### config.mk
export PLATFORM = sky130hd
export DESIGN_NAME = bus_grant_sched
export DESIGN_NICKNAME = d
export VERILOG_FILES = /design/src/rtl/bus_grant_sched.sv
export SDC_FILE = /design/constraint.sdc
export NUM_CORES = 1
export LEC_CHECK = 0
export CAP_MARGIN = 20
export CELL_PAD_IN_SITES_DETAIL_PLACEMENT = 0
export CELL_PAD_IN_SITES_GLOBAL_PLACEMENT = 2
export CORE_ASPECT_RATIO = 1.75
export CORE_MARGIN = 3
export CORE_UTILIZATION = 36
export CTS_CLUSTER_SIZE = 16
export DETAILED_ROUTE_END_ITERATION = 8
export HOLD_SLACK_MARGIN = 0.03
export PLACE_DENSITY = 0.87
export SLEW_MARGIN = 5
export SYNTH_ARGS = -nofsm -noshare
export SYNTH_HDL_FRONTEND = slang
export SYNTH_SLANG_ARGS = --single-unit
### constraint.sdc
create_clock -name clk -period 3.1 [get_ports clk]
set_input_delay 0.31 -clock clk [delete_from_list [all_inputs] [get_ports clk]]
set_output_delay 0.31 -clock clk [all_outputs]
set_load 0.01 [all_outputs]
### src/rtl/bus_grant_sched.sv
// bus_grant_sched: three-way round-robin scheduler for the shared DSP memory bus.
// Requesters are numbered 1=DMA, 2=TDSP, 3=host. That number is also the mux
// select placed on 'owner'; 0 means no owner.
// Each tenure is bounded when another requester is waiting. A dead turnaround
// gap separates consecutive owners.
// Ports:
//   clk, reset (async, active low)
//   dma_breq/tdsp_breq/host_breq  : level requests, held until done
//   dma_grant/tdsp_grant/host_grant: registered, mutually exclusive grants
//   owner    : registered mux select, consistent with the grants
//   bus_busy : registered, high while any grant is high
//   preempt  : one-cycle pulse in the cycle a grant is revoked on expiry
module bus_grant_sched #(
   parameter int MAX_TENURE  = 16,  // 2..255
   parameter int TURN_CYCLES = 1    // 1..4
) (
   input  logic       clk,
   input  logic       reset,
   input  logic       dma_breq,
   input  logic       tdsp_breq,
   input  logic       host_breq,
   output logic       dma_grant,
   output logic       tdsp_grant,
   output logic       host_grant,
   output logic [1:0] owner,
   output logic       bus_busy,
   output logic       preempt
);

   typedef enum logic [1:0] {IDLE, GRANT, TURN} state_e;

   localparam logic [7:0] CNT_LAST  = 8'(MAX_TENURE - 1);
   localparam logic [2:0] TURN_LAST = 3'(TURN_CYCLES - 1);

   state_e     state_q, state_d;
   logic [7:0] cnt_q, cnt_d;
   logic [2:0] tcnt_q, tcnt_d;
   logic [1:0] last_q, last_d;
   logic [1:0] owner_q, owner_d;
   logic [2:0] grant_q, grant_d;   // {host, tdsp, dma}
   logic       busy_q, busy_d;
   logic       preempt_q, preempt_d;

   // Bit 0 is tied low so that an index of 0 (no owner) reads as "not requesting".
   logic [3:0] req;
   logic [1:0] c1, c2, c3, winner;
   logic       others_req;

   assign req = {host_breq, tdsp_breq, dma_breq, 1'b0};

   function automatic logic [1:0] next_id(input logic [1:0] id);
      return (id == 2'd3) ? 2'd1 : id + 2'd1;
   endfunction

   // Round-robin search starts at the requester after the last owner.
   always_comb begin
      c1     = next_id(last_q);
      c2     = next_id(c1);
      c3     = next_id(c2);
      winner = 2'd0;
      if (req[c1])      winner = c1;
      else if (req[c2]) winner = c2;
      else if (req[c3]) winner = c3;
   end

   assign others_req = |(req & ~(4'b0001 << owner_q));

   always_comb begin
      state_d   = state_q;
      cnt_d     = cnt_q;
      tcnt_d    = tcnt_q;
      last_d    = last_q;
      owner_d   = owner_q;
      preempt_d = 1'b0;
      case (state_q)
         IDLE: begin
            if (winner != 2'd0) begin
               owner_d = winner;
               last_d  = winner;
               cnt_d   = 8'd0;
               state_d = GRANT;
            end
         end
         GRANT: begin
            // A release on the expiry edge is a normal release, so it is tested first.
            if (!req[owner_q]) begin
               owner_d = 2'd0;
               tcnt_d  = 3'd0;
               state_d = TURN;
            end else if (cnt_q == CNT_LAST && others_req) begin
               owner_d   = 2'd0;
               preempt_d = 1'b1;
               tcnt_d    = 3'd0;
               state_d   = TURN;
            end else if (cnt_q != CNT_LAST) begin
               cnt_d = cnt_q + 8'd1;
            end
         end
         TURN: begin
            if (tcnt_q == TURN_LAST) state_d = IDLE;
            else                     tcnt_d  = tcnt_q + 3'd1;
         end
         default: begin
            owner_d = 2'd0;
            state_d = IDLE;
         end
      endcase
      grant_d = {owner_d == 2'd3, owner_d == 2'd2, owner_d == 2'd1};
      busy_d  = (owner_d != 2'd0);
   end

   always_ff @(posedge clk or negedge reset) begin
      if (!reset) begin
         state_q   <= IDLE;
         cnt_q     <= 8'd0;
         tcnt_q    <= 3'd0;
         last_q    <= 2'd3;
         owner_q   <= 2'd0;
         grant_q   <= 3'b000;
         busy_q    <= 1'b0;
         preempt_q <= 1'b0;
      end else begin
         state_q   <= state_d;
         cnt_q     <= cnt_d;
         tcnt_q    <= tcnt_d;
         last_q    <= last_d;
         owner_q   <= owner_d;
         grant_q   <= grant_d;
         busy_q    <= busy_d;
         preempt_q <= preempt_d;
      end
   end

   assign dma_grant  = grant_q[0];
   assign tdsp_grant = grant_q[1];
   assign host_grant = grant_q[2];
   assign owner      = owner_q;
   assign bus_busy   = busy_q;
   assign preempt    = preempt_q;

endmodule

==> reports/results.txt <==
vias per inst = 5.28
DP Wirelength = 2040 um
CP Capture Type = register
Post-CTS Setup Bufs = 0
CP arrival = 2.56 ns
GRT Total Usage = 14.3%
Leakage = 0.655 nW
outcome = completed
First-pass DRT Iterations = 3
kind of start point of the critical path = register
largest family of logic cells by synthesized area = simple AND/OR/NAND/NOR gates
Synth Area in Adders = 4.76%
top_reg_cell synth = dfrtp_1
Die ar. = 4440 um^2
post-synthesis xor/xnor area fraction = 4.66%
Inst Count DP = 186
EDFF count, synth = 0
Final WS setup = 0.694 ns
# nets final = 157
Rows = 28
final cycle utilization of the critical path = 77.6%
P_sw = 543 uW
Avg Cell Area, Syn = 9.74 um^2
clk_lat worst skew = 0.26 ns
TritonCTS Sinks = 22
vias in the first global route = 1096
Area Growth Syn to Fin = 15.7%
Die Y-Extent = 86.0 um
buffers added on ports = 11
Slew @ Worst Pin = 0.649 ns
MaxCap Viol Count = 0
DRT met1 WL = 1130 um
maximum vdd ir drop = 0.480 mV
area occupied by multi-input gates = 678 um^2
post-layout instance count excluding filler cells = 191
Die W = 51.7 um
Clock Tree Root = clkbuf_8
H-tree levels = 1
core area = 3430 um^2
sequential element share of the synthesized area = 42.1%
Met3 Routed Length = 82 um
Hold Crit Class = input pin to async pin
top sig layer = met4
Final Hold Vio Count = 0
post-synthesis mux area share = 1.52%
TritonCTS Buffers = 3
fillers = 363
largest net degree at the start of global routing = 23
TritonCTS clock tree = yes
Synth Area in Compound Gates = 17.1%
WL per Instance = 14.4 um
Crit Path Max Fanout = 9
Post-Synth Simple-Gate Area = 23.5%
Post-DRT Antenna Nets = 0
pwr dens = 900 nW/um^2
post_cts resized = 0
wirelength, routed = 2740 um
max-slew violation count = 0
Post-Syn Area = 1320 um^2
share of cells above drive strength 1 = 13.0%
Mapped Cells = 135
ant diodes = 0
Syn Nets = 145
final clock skew = 0.00604 ns
unrepaired setup endpoints after global routing = no
Worst slew margin = 56.6%
setup_tns = 0 ns
total gr overflow = 0
Setup violations, final = 0
initial core utilization = 38.3%
#FFs+latches synth = 22
hold bufs inserted after CTS = 0
GP Congestion = 0.728
first-pass GRT wire length = 4930 um
Synth Warn # = 0
WL met2 = 1490 um
num ports = 12
DRT iter0 DRCs = 13
DR vias = 1009
initial antenna violation count = 0
FFs w/ async S/R, synth = 100%
commonest non-fill, non-tap cell in the layout = dfrtp_1
most frequent cells in the layout = 20 x dfrtp_1, 12 x nor2_1, 11 x clkdlybuf4s50_1
Reg area = 553 um^2
CTS clock-pin slew for the worst setup and hold paths = 0.08 ns
pre-CTS setup slack = 0.478 ns
final hold slack = 0.325 ns
Flop pwr share = 34.8%
Final Critical Period = 2.41 ns
internal cell power = 826 uW
CP Data Required Time = 3.25 ns
DRC Markers = 0
Crit Path Class = register to register
Sw Ratio = 39.7%
FMAX = 0.416 GHz
Netlist cell types = 47
clock buffer depth = 2
Clk pwr share = 19.5%
Logic pwr share = 45.8%
-- worst max-delay path, stage by stage (launching register included) --
cell and delay, ns:
dfstp_2 0.55, inv_1 0.04, ha_1 0.34, or3_1 0.35
o2111ai_1 0.11, a31oi_1 0.26, o21ba_2 0.37, or2_2 0.29
-- kinds of logic (layout without fill, tap and decap cells) --
| kind of cell | after synthesis | in the layout |
|---|---|---|
| and+or+nand+nor | 54 | 54 |
| AOI/OAI and AO/OA | 30 | 30 |
| DFF | 22 | 22 |
| buffers and inverters | 15 | 26 |
| xor gates and xnor gates | 7 | 7 |
| adders and majority gates | 5 | 5 |
| muxes | 2 | 2 |
-- area by class of cell --
| cell class | count | area share [%] |
|---|---|---|
| Multi-Input combinational cell | 98 | 44.6 |
| Timing Repair Buffer | 12 | 8.22 |
| Inverter | 10 | 2.47 |
| Tap cell | 45 | 3.70 |
| Clock inverter | 1 | 1.97 |
| Sequential cell | 22 | 36.3 |
| Clock buffer | 3 | 2.71 |
-- through the flow --
stage | utilization (%) | power (mW) | area (um^2)
floorplan | - | 0.943 | 1320
global placement | 41.8 | 1.09 | 1440
detailed placement | 41.8 | 1.11 | 1440
CTS | 43.9 | 1.39 | 1510
global route | 44.3 | 1.49 | 1520
finish | 44.3 | 1.37 | 1520
-- synthesized netlist by cell type (3+ instances only) --
| library cell | count | area (um^2) |
|---|---|---|
| dfrtp_1 | 20 | 500 |
| nor2_1 | 12 | 45.0 |
| inv_1 | 10 | 37.5 |
| nand2_1 | 10 | 37.5 |
| nand3_1 | 7 | 35.0 |
| xor2_1 | 6 | 52.6 |
| a21oi_1 | 5 | 25.0 |
| ha_1 | 5 | 62.6 |
| o21ai_0 | 4 | 20.0 |
| nand4_1 | 3 | 18.8 |
-- power by group through the flow --
stage,Sequential [mW],Clock [mW],Combinational [mW]
3_5_place_dp,0.481,0,0.633
5_1_grt,0.492,0.289,0.713
4_1_cts,0.476,0.272,0.637
2_1_floorplan,0.434,0,0.509
3_3_place_gp,0.479,0,0.611
6_report,0.476,0.266,0.627
-- flip-flops by register name (all words and copies together) (netlist names) --
| signal | cells |
|---|---|
| cnt_q | 8 |
| grant_q | 3 |
| tcnt_q | 3 |
| last_q | 2 |
| owner | 2 |
| state_q | 2 |
| bus_busy | 1 |
| preempt | 1 |
-- worst paths after layout --
check / startpoint / end / slack (ns) / depth (start not counted)
max: last_q[0] / state_q[0] / 0.69 / 7
min in group clk: last_q[1] / last_q[1] / 0.56 / 1
max in group asynchronous: reset / cnt_q[5] / 2.35 / 2
max reg2reg: last_q[0] / state_q[0] / 0.69 / 7
min: reset / preempt / 0.33 / 1
min reg2reg: last_q[1] / last_q[1] / 0.56 / 1
-- routing by layer --
layer	GRT usage, %	up-vias
li1	-	509
met1	16.9	484
met2	25.2	12
met3	2.61	4
met4	5.25	0
met5	0	-
Power figures use the tool's default switching activity.
